--- src/rtl/chunked_adder_seq_pkg.sv ---
// Shared constants for the chunked adder sequencer: default sizes,
// FSM state encoding and a helper for the chunk index width.
package chunked_adder_seq_pkg;

    localparam int DEFAULT_WIDTH       = 32;
    localparam int DEFAULT_CHUNK_WIDTH = 8;

    localparam logic [1:0] STATE_IDLE = 2'd0;
    localparam logic [1:0] STATE_BUSY = 2'd1;
    localparam logic [1:0] STATE_DONE = 2'd2;

    // Index register is clog2(chunks) wide but never narrower than one bit.
    function automatic int idx_width(input int num_chunks);
        return (num_chunks > 1) ? $clog2(num_chunks) : 1;
    endfunction

endpackage

--- src/rtl/chunked_adder_seq_if.sv ---
// Operand/result handshake bundle: valid/ready operand input, valid/ready sum output.
interface chunked_adder_seq_if
    import chunked_adder_seq_pkg::*;
#(
    parameter int WIDTH = DEFAULT_WIDTH
);
    logic             in_valid;
    logic             in_ready;
    logic [WIDTH-1:0] a;
    logic [WIDTH-1:0] b;
    logic             out_valid;
    logic             out_ready;
    logic [WIDTH:0]   sum;

    // master: producer/consumer side; slave: the adder sequencer.
    modport master (
        output in_valid, a, b, out_ready,
        input  in_ready, out_valid, sum
    );

    modport slave (
        input  in_valid, a, b, out_ready,
        output in_ready, out_valid, sum
    );

endinterface

--- src/rtl/chunked_adder_seq_chunk_adder.sv ---
// Narrow ripple-carry slice built from full_adder cells, with explicit
// carry-in and carry-out so it can be chained across cycles.
module full_adder (
    input  logic i_a,
    input  logic i_b,
    input  logic i_c,
    output logic o_sum,
    output logic o_carry
);
    logic w_p;

    assign w_p     = i_a ^ i_b;
    assign o_sum   = w_p ^ i_c;
    assign o_carry = (i_a & i_b) | (i_c & w_p);
endmodule

module chunk_adder
    import chunked_adder_seq_pkg::*;
#(
    parameter int CHUNK_WIDTH = DEFAULT_CHUNK_WIDTH
) (
    input  logic [CHUNK_WIDTH-1:0] i_a,
    input  logic [CHUNK_WIDTH-1:0] i_b,
    input  logic                   i_carry,
    output logic [CHUNK_WIDTH-1:0] o_sum,
    output logic                   o_carry
);
    logic [CHUNK_WIDTH:0] w_carry;

    assign w_carry[0] = i_carry;
    assign o_carry    = w_carry[CHUNK_WIDTH];

    for (genvar g = 0; g < CHUNK_WIDTH; g++) begin : g_bit
        full_adder u_fa (
            .i_a     (i_a[g]),
            .i_b     (i_b[g]),
            .i_c     (w_carry[g]),
            .o_sum   (o_sum[g]),
            .o_carry (w_carry[g+1])
        );
    end
endmodule

--- src/rtl/chunked_adder_seq.sv ---
// Multi-cycle WIDTH-bit adder: one CHUNK_WIDTH slice reused per cycle,
// LSB chunk first, carry held in a register between chunks.
//
// state      | meaning
// STATE_IDLE | waiting for operands, in_ready high
// STATE_BUSY | adding one chunk per cycle
// STATE_DONE | sum presented, waiting for out_ready
module chunked_adder_seq
    import chunked_adder_seq_pkg::*;
#(
    parameter  int WIDTH       = DEFAULT_WIDTH,
    parameter  int CHUNK_WIDTH = DEFAULT_CHUNK_WIDTH,
    localparam int NUM_CHUNKS  = WIDTH / CHUNK_WIDTH,
    localparam int IDX_W       = idx_width(NUM_CHUNKS)
) (
    input  logic               clk,
    input  logic               rst,
    chunked_adder_seq_if.slave bus
);

    if ((CHUNK_WIDTH < 1) || (WIDTH % CHUNK_WIDTH != 0)) begin : g_bad_width
        $error("chunked_adder_seq: WIDTH must be a multiple of CHUNK_WIDTH");
    end

    logic [1:0]             r_state;
    logic [IDX_W-1:0]       r_idx;
    logic                   r_carry;
    logic [WIDTH-1:0]       r_a;
    logic [WIDTH-1:0]       r_b;
    logic [WIDTH:0]         r_sum;
    logic                   r_out_valid;

    logic [CHUNK_WIDTH-1:0] w_a_chunk;
    logic [CHUNK_WIDTH-1:0] w_b_chunk;
    logic [CHUNK_WIDTH-1:0] w_slice_sum;
    logic                   w_slice_carry;
    logic                   w_last;

    assign w_a_chunk = r_a[r_idx*CHUNK_WIDTH +: CHUNK_WIDTH];
    assign w_b_chunk = r_b[r_idx*CHUNK_WIDTH +: CHUNK_WIDTH];
    assign w_last    = (r_idx == IDX_W'(NUM_CHUNKS - 1));

    chunk_adder #(
        .CHUNK_WIDTH (CHUNK_WIDTH)
    ) u_slice (
        .i_a     (w_a_chunk),
        .i_b     (w_b_chunk),
        .i_carry (r_carry),
        .o_sum   (w_slice_sum),
        .o_carry (w_slice_carry)
    );

    always_ff @(posedge clk or posedge rst) begin
        if (rst) begin
            r_state     <= STATE_IDLE;
            r_idx       <= '0;
            r_carry     <= 1'b0;
            r_a         <= '0;
            r_b         <= '0;
            r_sum       <= '0;
            r_out_valid <= 1'b0;
        end else begin
            case (r_state)
                STATE_IDLE: begin
                    if (bus.in_valid) begin
                        r_a     <= bus.a;
                        r_b     <= bus.b;
                        r_carry <= 1'b0;
                        r_idx   <= '0;
                        r_state <= STATE_BUSY;
                    end
                end
                STATE_BUSY: begin
                    r_sum[r_idx*CHUNK_WIDTH +: CHUNK_WIDTH] <= w_slice_sum;
                    r_carry <= w_slice_carry;
                    if (w_last) begin
                        r_sum[WIDTH] <= w_slice_carry;
                        r_idx        <= '0;
                        r_out_valid  <= 1'b1;
                        r_state      <= STATE_DONE;
                    end else begin
                        r_idx <= r_idx + IDX_W'(1);
                    end
                end
                STATE_DONE: begin
                    if (bus.out_ready) begin
                        r_out_valid <= 1'b0;
                        r_idx       <= '0;
                        r_state     <= STATE_IDLE;
                    end
                end
                default: begin
                    r_out_valid <= 1'b0;
                    r_state     <= STATE_IDLE;
                end
            endcase
        end
    end

    // in_ready is a pure state decode, masked while reset is held.
    assign bus.in_ready  = (r_state == STATE_IDLE) && !rst;
    assign bus.out_valid = r_out_valid;
    assign bus.sum       = r_sum;

endmodule

--- src/flat_wrapper.sv ---
// flat-port wrapper written by rule: the top's interface ports become plain ports
module chunked_adder_seq_flat import chunked_adder_seq_pkg::*;
#(
    parameter  int WIDTH       = DEFAULT_WIDTH,
    parameter  int CHUNK_WIDTH = DEFAULT_CHUNK_WIDTH,
    localparam int NUM_CHUNKS  = WIDTH / CHUNK_WIDTH,
    localparam int IDX_W       = idx_width(NUM_CHUNKS)
)
  (clk, rst, bus_in_valid, bus_a, bus_b, bus_out_ready, bus_in_ready, bus_out_valid, bus_sum);
  chunked_adder_seq_if #(.WIDTH(WIDTH)) bus_i ();
  input  logic clk;
  input  logic rst;
  input wire logic [$bits(bus_i.in_valid)-1:0] bus_in_valid;
  input wire logic [$bits(bus_i.a)-1:0] bus_a;
  input wire logic [$bits(bus_i.b)-1:0] bus_b;
  input wire logic [$bits(bus_i.out_ready)-1:0] bus_out_ready;
  output wire logic [$bits(bus_i.in_ready)-1:0] bus_in_ready;
  output wire logic [$bits(bus_i.out_valid)-1:0] bus_out_valid;
  output wire logic [$bits(bus_i.sum)-1:0] bus_sum;
  assign bus_i.in_valid = bus_in_valid;
  assign bus_i.a = bus_a;
  assign bus_i.b = bus_b;
  assign bus_i.out_ready = bus_out_ready;
  assign bus_in_ready = bus_i.in_ready;
  assign bus_out_valid = bus_i.out_valid;
  assign bus_sum = bus_i.sum;
  chunked_adder_seq #(.WIDTH(WIDTH), .CHUNK_WIDTH(CHUNK_WIDTH)) u_core (.clk(clk), .rst(rst), .bus(bus_i));
endmodule
--- config.mk ---
export PLATFORM = sky130hd
export DESIGN_NAME = chunked_adder_seq_flat
export DESIGN_NICKNAME = d
export VERILOG_FILES = /design/src/rtl/chunked_adder_seq_pkg.sv /design/src/rtl/chunked_adder_seq_if.sv /design/src/rtl/chunked_adder_seq_chunk_adder.sv /design/src/rtl/chunked_adder_seq.sv /design/src/flat_wrapper.sv
export SDC_FILE = /design/constraint.sdc
export NUM_CORES = 1
export LEC_CHECK = 0
export CORE_UTILIZATION = 46
export DETAILED_ROUTE_END_ITERATION = 7
export PLACE_DENSITY = 0.77
export SLEW_MARGIN = 25
export SYNTH_ARGS = -nofsm -noshare
export SYNTH_HDL_FRONTEND = slang
export SYNTH_HIERARCHICAL = 1
export SYNTH_SLANG_ARGS = --single-unit
--- constraint.sdc ---
create_clock -name clk -period 5.2 [get_ports clk]
set_input_delay 0.52 -clock clk [delete_from_list [all_inputs] [get_ports clk]]
set_output_delay 0.52 -clock clk [all_outputs]
set_load 0.05 [all_outputs]
==> results of run 1 <==
registers in the layout, indices dropped and copies added, names as in the netlist:
signal	count
u_core/r_a	32
u_core/r_carry	1
u_core/bus.out_valid	1
u_core/bus.sum	33
u_core/r_state	2
u_core/r_b	32
u_core/r_idx	2
cells by family (layout without fill, tap and decap cells):
group                    Yosys count  in the layout  synth area share [%]
flip-flops                       103            103                  55.6
multiplexers                      83             83                  24.0
AO/OA/AOI/OAI                     41             41                  7.35
AND/OR/NAND/NOR                   29             29                  4.70
buffers and inverters             18            127                  2.94
adder cells (fa/ha/maj)           15             15                  5.35
worst max-delay path, cell delays in order, from the launching register on:
cell and delay (ps):
dfrtp_1 430, mux4_2 540, fa_1 450, fa_1 410, fa_1 400, fa_1 400, fa_1 390, fa_1 390
fa_1 380, fa_1 400, a22o_1 250, mux2_2 250
power by group through the flow:
stage | registers [mW] | clock network [mW] | logic [mW]
2_1_floorplan | 1.58 | 0 | 1.41
3_3_place_gp | 1.39 | 0 | 2.13
3_5_place_dp | 1.41 | 0 | 2.20
4_1_cts | 1.40 | 0.485 | 2.20
5_1_grt | 1.44 | 0.521 | 2.35
6_report | 1.39 | 0.471 | 2.20
cell usage in the layout (no fill, tap or decap), drive strengths merged:
master           n
dfrtp          103
clkdlybuf4s50  102
mux2            66
a22o            33
mux4            16
clkbuf          10
nand2           10
fa               8
ha               7
inv              6
buf              5
nor2             5
o21ai            3
nor3             3
nand2b           3
clkinvlp         2
clkinv           2
o31ai            2
nand3b           2
and2b            1
nand4bb          1
o41ai            1
and4             1
nor4b            1
nor3b            1
a21oi            1
nor4bb           1
a21o             1
mux2i            1
per-stage QoR:
stage / power (mW) / instance area [sq um]
floorplan: 2.98 / 4630
global placement: 3.52 / 5750
detailed placement: 3.61 / 5750
CTS: 4.08 / 5940
global route: 4.31 / 5940
finish: 4.07 / 5940
metal layers:
metal	track usage [%]	share of wire [%]	wire (microns)
met5	0	0	0
met4	6.37	1.1	112
met3	2.87	3.8	372
met2	33.7	50	4860
met1	27.1	45	4400
path summary, 6_finish.rpt:
path                                 start              endpoint  depth (start not counted)
max                        u_core/r_idx[0]    u_core/bus.sum[32]                         11
min                         u_core/r_a[21]        u_core/r_a[21]                          1
max reg2reg                u_core/r_idx[0]    u_core/bus.sum[32]                         11
min reg2reg                 u_core/r_a[21]        u_core/r_a[21]                          1
max in group asynchronous              rst         u_core/r_a[9]                          3
min in group asynchronous              rst  u_core/bus.out_valid                          2
area by class of cell:
type | instances | area [sq um]
Clock buffer | 10 | 138
Sequential cell | 103 | 2580
Clock inverter | 6 | 52.6
Tap cell | 133 | 166
Timing Repair Buffer | 107 | 1060
Inverter | 4 | 17.5
Fill cell | 787 | 3840
Multi-Input combinational cell | 168 | 1930
==> impl_results.md, run 1 <==
* Worst EP arrival at 5050 ps
* Pre-CTS setup slack at 406 ps
* Initial antenna violation count at 0
* Final setup vio count at 0
* Aggregate global routing overflow at 0
* Slew @ Worst Pin at 797 ps
* Pins Over Slew Limit at 0
* Post-synth top flop: dfrtp_1
* Leakage at 2.48 nW
* Max-cap violations at 0
* Iter 0 DRT Violations at 108
* Dpl cells at 515
* Worst-path fanout max at 4
* Core area at 9770 sq um
* H-tree depth at 3
* Port-buffer cells at 102
* Die ar. at 10500 sq um
* Share of the synthesized area in the top cell type at 55.6%
* Pwr dens at 685 nW/um^2
* Netlist cell types at 34
* First-pass GRT wire length at 15.4 mm
* Resized cells post-CTS at 0
* TritonCTS Buffers at 9
* Placement Rows at 36
* Final core occ at 60.7%
* Internal Power at 2.38 mW
* CTS max path bufs at 2
* Synthesized area at 4630 sq um
* Min-Delay Path Class: flop to flop
* Setup crit end kind: flop
* Final Cycle Share at 92.3%
* Worst path required time at 5450 ps
* Final Wtd Congestion at 0.761
* Post-synth ARST share at 100%
* Hold buffers post-CTS at 0
* Vias in the first global route at 2891
* Clock skew at 11.2 ps
* CP Class: flop to flop
* Detailed-route wire length at 9.74 mm
* Final WS setup at 400 ps
* Fin Setup TNS at 0 ps
* TritonCTS Sinks at 103
* Sw Ratio at 41.5%
* Clk slew on worst S/H paths at 100 ps
* CTS tree: done
* WL per Instance at 18.4 microns
* CP startpoint kind: flop
* Worst rel slew slack at 46.8%
* Run status: finished, final reports clean
* Total number of vias at 2803
* Synth area leaders: dfrtp_1, mux2_2, mux4_2
* Share of cells above drive strength 1 at 27.1%
* Final number of hold-violating endpoints at 0
* Post-layout minimum cycle time at 4800 ps
* VDD IR max at 347 uV
* Yosys top cell by area: dfrtp_1
* Most common cell in the netlist: dfrtp_1
* Antenna Cells at 0
* # IOs at 103
* Die Width at 102 microns
* Syn Nets at 372
* Synth Instances at 289
* Hold WS at 495 ps
* Vias per cell at 5.28
* Pin count of the biggest net entering global routing at 65
* Reg2Reg Setup Slack at 400 ps
* Starting Density at 47.4%
* Switching power at 1.69 mW
* Sequential Power Share at 34.3%
* # nets final at 476
* EDFF count, synth at 0
* Seq/Total Area, Yosys at 55.6%
* Mapped Avg Cell Area at 16.0 sq um
* Comb pwr share at 54.2%
* Tot GR Track Use at 20.1%
* Non-Filler Instances at 531
* Clock power share at 11.6%
* #FFs+latches synth at 103
* First drt pass iteration count at 4
* Synth Warn # at 6
* Area Overhead vs Synth at 28.1%
* Fmax at 208 MHz
* RSZ-0062 raised after global routing: no
* Clk_lat worst skew at 350 ps
* Antenna Nets Post-Route at 0
* Dpl hpwl at 7.52 mm
* CTS root buf: clkbuf_8
* Drt drc at 0
* Chip height at 102 microns
* Setup repair bufs after CTS at 0
* Top cells by count, synth: dfrtp_1, mux2_2, a22o_1
Power figures use the tool's default switching activity.
==> run 2: changes to the inputs <==
- ABC_CLOCK_PERIOD_IN_PS: unset -> 5200
- CORE_UTILIZATION: 46 -> 30
- PLACE_DENSITY: 0.77 -> unset
==> run 2 against run 1 <==
Clock skew is 3.7 ps lower. Flip-flop and latch count stayed put. Utilization is 20 points lower. Critical endpoint unchanged. Largest cell class unchanged.
==> impl_results.md, run 2 (synthesis results as in run 1) <==
* Aggregate global routing overflow at 0 (unchanged)
* Antenna Nets Post-Route at 0 (unchanged)
* Detailed-route wire length at 11.0 mm (was 9.74 mm)
* Vias in the first global route at 3041 (was 2891)
* Max-cap violations at 0 (unchanged)
* CP Class: flop to flop (unchanged)
* Tot GR Track Use at 14.6% (was 20.1%)
* Clk slew on worst S/H paths at 70 ps (was 100 ps)
* Flip-flop count of the largest register after layout at 33 (unchanged)
* Met1 Use GR at 19.2% (was 27.1%)
* Final Cycle Share at 91.8% (was 92.3%)
* Busiest grt layer: met2 (unchanged)
* Commonest non-fill, non-tap cell in the layout: dfrtp_1 (unchanged)
* Fin Setup TNS at 0 ps (unchanged)
* Pin count of the biggest net entering global routing at 66 (was 65)
* Resized cells post-CTS at 0 (unchanged)
* Most frequent cells in the layout: dfrtp_1, clkdlybuf4s50_1, mux2_2 (unchanged)
* CTS max path bufs at 2 (unchanged)
* CP startpoint kind: flop (unchanged)
* Min-Delay Path Class: flop to flop (unchanged)
* # nets final at 478 (was 476)
* Starting Density at 30.6% (was 47.4%)
* Clk_lat worst skew at 340 ps (was 350 ps)
* Clock skew at 7.54 ps (was 11.2 ps)
* Port-buffer cells at 102 (unchanged)
* Final WS setup at 425 ps (was 400 ps)
* Met2 Track Usage GR at 24.0% (was 33.7%)
* Worst-path fanout max at 4 (unchanged)
* # IOs at 103 (unchanged)
* First-pass GRT wire length at 17.3 mm (was 15.4 mm)
* Worst Setup SP: u_core/r_idx[0] (unchanged)
* Critical Path End: u_core/bus.sum[32] (unchanged)
* Worst path required time at 5430 ps (was 5450 ps)
* Worst rel slew slack at 34.5% (was 46.8%)
* Die Width at 126 microns (was 102 microns)
* RSZ-0062 raised after global routing: no (unchanged)
* TritonCTS Buffers at 9 (unchanged)
* Die ar. at 15900 sq um (was 10500 sq um)
* Placement Rows at 45 (was 36)
* Area Overhead vs Synth at 33.2% (was 28.1%)
* FF-to-FF Start: u_core/r_idx[0] (unchanged)
* Iter 0 DRT Violations at 168 (was 108)
* Total of fill cells in the finished design at 1383 (was 787)
* Drt drc at 0 (unchanged)
* Fmax at 209 MHz (was 208 MHz)
* H-tree depth at 3 (unchanged)
* Cell depth of the worst flop-to-flop path at 11 (unchanged)
* TritonCTS Sinks at 103 (unchanged)
* Share of cells above drive strength 1 at 26.8% (was 27.1%)
* Antenna Cells at 0 (unchanged)
* Dpl hpwl at 8.45 mm (was 7.52 mm)
* Leakage at 2.56 nW (was 2.48 nW)
* Chip height at 126 microns (was 102 microns)
* Post-layout minimum cycle time at 4770 ps (was 4800 ps)
* Reg2Reg Setup Slack at 430 ps (was 400 ps)
* Pins Over Slew Limit at 0 (unchanged)
* Grt met3 use at 4.12% (was 2.87%)
* Slew @ Worst Pin at 981 ps (was 797 ps)
* Setup crit end kind: flop (unchanged)
* VDD IR max at 307 uV (was 347 uV)
* CTS tree: done (unchanged)
* Crit Reg-Reg Endpoint: u_core/bus.sum[32] (unchanged)
* WL per Instance at 18.7 microns (was 18.4 microns)
* Pre-CTS setup slack at 426 ps (was 406 ps)
* Final setup vio count at 0 (unchanged)
* Initial antenna violation count at 0 (unchanged)
* Core area at 15100 sq um (was 9770 sq um)
* CTS root buf: clkbuf_16 (was clkbuf_8)
* Setup repair bufs after CTS at 0 (unchanged)
* Hold buffers post-CTS at 0 (unchanged)
* Final number of hold-violating endpoints at 0 (unchanged)
* Final Wtd Congestion at 0.774 (was 0.761)
* First drt pass iteration count at 4 (unchanged)
* Pwr dens at 714 nW/um^2 (was 685 nW/um^2)
* Total number of vias at 2889 (was 2803)
* Worst EP arrival at 5000 ps (was 5050 ps)
* Run status: finished, final reports clean (unchanged)
* Vias per cell at 4.91 (was 5.28)
run 2: final cells by class:
| cell class | instances | area, sq um | share of cell area, % |
|---|---|---|---|
| clock inverter | 3 | 90.1 | 1.46 |
| tap | 188 | 235 | 3.81 |
| sequential | 103 | 2580 | 41.8 |
| multi-input combinational | 168 | 1930 | 31.2 |
| timing repair buffer | 109 | 1070 | 17.4 |
| clock buffer | 13 | 250 | 4.06 |
| inverter | 4 | 17.5 | 0.284 |
run 2: how the worst min path moves through the flow:
stage                   startpoint             end  slack, ps  depth (start not counted)
CTS                 u_core/r_a[20]  u_core/r_a[20]        490                          1
floorplan           u_core/r_a[20]  u_core/r_a[20]        450                          1
global placement    u_core/r_a[22]  u_core/r_a[22]        470                          1
global route        u_core/r_a[22]  u_core/r_a[22]        510                          1
finish              u_core/r_a[22]  u_core/r_a[22]        490                          1
detailed placement  u_core/r_a[22]  u_core/r_a[22]        480                          1
run 2: metal layers:
layer	wire length, microns	vias up	part of all wire (%)
met3	507	9	4.6
li1	-	1298	-
met5	0	-	0
met4	85	0	0.77
met2	5530	92	50
met1	4860	1490	44
run 2: through the flow:
| step | std cells | hold WS (ps) | instance area, sq um | total power, mW | util [%] |
|---|---|---|---|---|---|
| after floorplan | 289 | 452 | 4630 | 2.98 | - |
| after global placement | 572 | 465 | 5830 | 3.62 | 38.5 |
| after detailed placement | 572 | 475 | 5830 | 3.68 | 38.5 |
| after CTS | 588 | 491 | 6170 | 4.46 | 40.7 |
| after global routing | 588 | 514 | 6170 | 4.68 | 40.7 |
| final | 588 | 488 | 6170 | 4.41 | 40.7 |
run 2: where the power goes:
| part | switching [mW] | leakage, nW | internal (mW) |
|---|---|---|---|
| registers | 0.232 | 1.28 | 1.16 |
| logic | 1.22 | 1.12 | 1.04 |
| clock network | 0.277 | 0.164 | 0.484 |
| total | 1.73 | 2.56 | 2.68 |
run 2: worst max-delay path: stages (launching register included):
cell     delay, ps
dfrtp_1        430
mux4_2         550
fa_1           450
fa_1           390
fa_1           390
fa_1           390
fa_1           400
fa_1           390
fa_1           390
fa_1           390
a22o_1         240
mux2_2         250
==> run 3: changes to the inputs <==
- REMOVE_ABC_BUFFERS: unset -> 1
==> run 3 against run 2 <==
Total power down 3.0%. Cell count down 0.34%. Sequential share of layout area up 0.48 points. Fmax down 1.6%. Cell area down 1.1%. Register-to-register slack worse by 80 ps. Via count down 2.5%. Sequential power about the same. Largest cell class unchanged. Highest routed layer unchanged.
==> impl_results.md, run 3 (synthesis results as in run 1) <==
* Run status: finished, final reports clean (unchanged)
* Vias per cell at 4.81 (was 4.91)
* CTS tree: done (unchanged)
* Starting Density at 30.6% (unchanged)
* # IOs at 103 (unchanged)
* Chip height at 126 microns (unchanged)
* Initial antenna violation count at 0 (unchanged)
* Max-cap violations at 0 (unchanged)
* Tot GR Track Use at 14.0% (was 14.6%)
* Aggregate global routing overflow at 0 (unchanged)
* Worst-path fanout max at 4 (unchanged)
* Iter 0 DRT Violations at 93 (was 168)
* CP Class: flop to flop (unchanged)
* WL per Instance at 17.6 microns (was 18.7 microns)
* Multi-input gate area at 1930 sq um (unchanged)
* TritonCTS Buffers at 9 (unchanged)
* Post-layout minimum cycle time at 4850 ps (was 4770 ps)
* FF+latch area at 2580 sq um (unchanged)
* Detailed-route wire length at 10.3 mm (was 11.0 mm)
* Die ar. at 15900 sq um (unchanged)
* Final setup vio count at 0 (unchanged)
* Most frequent cells in the layout: dfrtp_1, clkdlybuf4s50_1, mux2_2 (unchanged)
* Resized cells post-CTS at 0 (unchanged)
* Setup repair bufs after CTS at 0 (unchanged)
* Die Width at 126 microns (unchanged)
* Overall Power at 4.27 mW (was 4.41 mW)
* CP startpoint kind: flop (unchanged)
* Pwr dens at 701 nW/um^2 (was 714 nW/um^2)
* Antenna Cells at 0 (unchanged)
* Total number of vias at 2818 (was 2889)
* Area Overhead vs Synth at 31.7% (was 33.2%)
* Hold endpoint: u_core/r_a[25] (was u_core/r_a[22])
* Vias in the first global route at 3096 (was 3041)
* Placement Rows at 45 (unchanged)
* Reg2Reg Setup Slack at 350 ps (was 430 ps)
* Core area at 15100 sq um (unchanged)
* Final WS setup at 347 ps (was 425 ps)
* Fmax at 206 MHz (was 209 MHz)
* Non-Filler Instances at 586 (was 588)
* Final Cycle Share at 93.3% (was 91.8%)
* Antenna Nets Post-Route at 0 (unchanged)
* Flip-flop count of the largest register after layout at 33 (unchanged)
* Crit Reg-Reg Endpoint: u_core/bus.sum[32] (unchanged)
* Dpl cells at 571 (was 572)
* Worst path required time at 5430 ps (about the same)
* VDD IR max at 269 uV (was 307 uV)
* Fin Setup TNS at 0 ps (unchanged)
* CTS root buf: clkbuf_16 (unchanged)
* # nets final at 477 (was 478)
* Leakage at 2.53 nW (was 2.56 nW)
* Drt drc at 0 (unchanged)
* H-tree depth at 3 (unchanged)
* Worst EP arrival at 5090 ps (was 5000 ps)
* Clock skew at 8.24 ps (was 7.54 ps)
* Dpl hpwl at 7.70 mm (was 8.45 mm)
* Pre-CTS setup slack at 329 ps (was 426 ps)
* Slew @ Worst Pin at 820 ps (was 981 ps)
* Final core occ at 40.3% (was 40.7%)
* Hold_sp: u_core/r_a[25] (was u_core/r_a[22])
* Pins Over Slew Limit at 0 (unchanged)
* Final number of hold-violating endpoints at 0 (unchanged)
* Cell depth of the worst flop-to-flop path at 11 (unchanged)
* Share of cells above drive strength 1 at 26.4% (was 26.8%)
* Clk_lat worst skew at 340 ps (about the same)
* Pin count of the biggest net entering global routing at 65 (was 66)
* Hold WS at 484 ps (was 488 ps)
* RSZ-0062 raised after global routing: no (unchanged)
* Total of fill cells in the finished design at 1399 (was 1383)
* Min-Delay Path Class: flop to flop (unchanged)
* FF-to-FF Start: u_core/r_idx[0] (unchanged)
* Hold buffers post-CTS at 0 (unchanged)
* First drt pass iteration count at 4 (unchanged)
* Setup crit end kind: flop (unchanged)
* Worst rel slew slack at 45.3% (was 34.5%)
* Port-buffer cells at 102 (unchanged)
* Commonest non-fill, non-tap cell in the layout: dfrtp_1 (unchanged)
* Clk slew on worst S/H paths at 70 ps (about the same)
* WHS Path Cells at 1 (unchanged)
* TritonCTS Sinks at 103 (unchanged)
* Final instance area at 6100 sq um (was 6170 sq um)
* First-pass GRT wire length at 17.0 mm (was 17.3 mm)
* CTS max path bufs at 2 (unchanged)
* Area post-placement at 5820 sq um (was 5830 sq um)
* Final Wtd Congestion at 0.770 (was 0.774)
==> run 3: changes by cell type in the layout (fill, tap and decap cells not counted) <==
cell       before  now
bufinv_16       3    0
clkbuf_8        1    3
buf_4           7    6
==> run 3: worst max-delay path, cell delays in order (launching register included) <==
cell     delay [ps]
dfrtp_1         430
mux4_2          540
fa_1            460
fa_1            410
fa_1            400
fa_1            390
fa_1            390
fa_1            410
fa_1            410
fa_1            410
a22o_1          240
mux2_2          250
==> run 3: worst max path at each step <==
stage               cells past startpoint             from                 end
floorplan                              11  u_core/r_idx[0]  u_core/bus.sum[32]
finish                                 11  u_core/r_idx[0]  u_core/bus.sum[32]
detailed placement                     11  u_core/r_idx[0]  u_core/bus.sum[32]
CTS                                    11  u_core/r_idx[0]  u_core/bus.sum[32]
global placement                       11  u_core/r_idx[0]  u_core/bus.sum[32]
global route                           11  u_core/r_idx[0]  u_core/bus.sum[32]
==> run 3: layer usage <==
| layer | track usage, % | vias up | wire (microns) |
|---|---|---|---|
| li1 | - | 1293 | - |
| met5 | 0 | - | 0 |
| met3 | 3.74 | 10 | 558 |
| met1 | 18.6 | 1428 | 4770 |
| met2 | 22.1 | 87 | 4820 |
| met4 | 5.10 | 0 | 148 |
==> run 3: final cells by class <==
cell class / count / share of cell area [%]
Clock buffer: 15 / 4.55
Inverter: 4 / 0.287
Multi-Input combinational cell: 168 / 31.6
Sequential cell: 103 / 42.3
Tap cell: 188 / 3.86
Timing Repair Buffer: 108 / 17.5
==> run 3: report_power, final <==
| group | switching, mW | total, mW | internal, mW |
|---|---|---|---|
| sequential | 0.224 | 1.38 | 1.16 |
| clock | 0.277 | 0.639 | 0.362 |
| combinational | 1.21 | 2.25 | 1.05 |
| total | 1.71 | 4.27 | 2.56 |
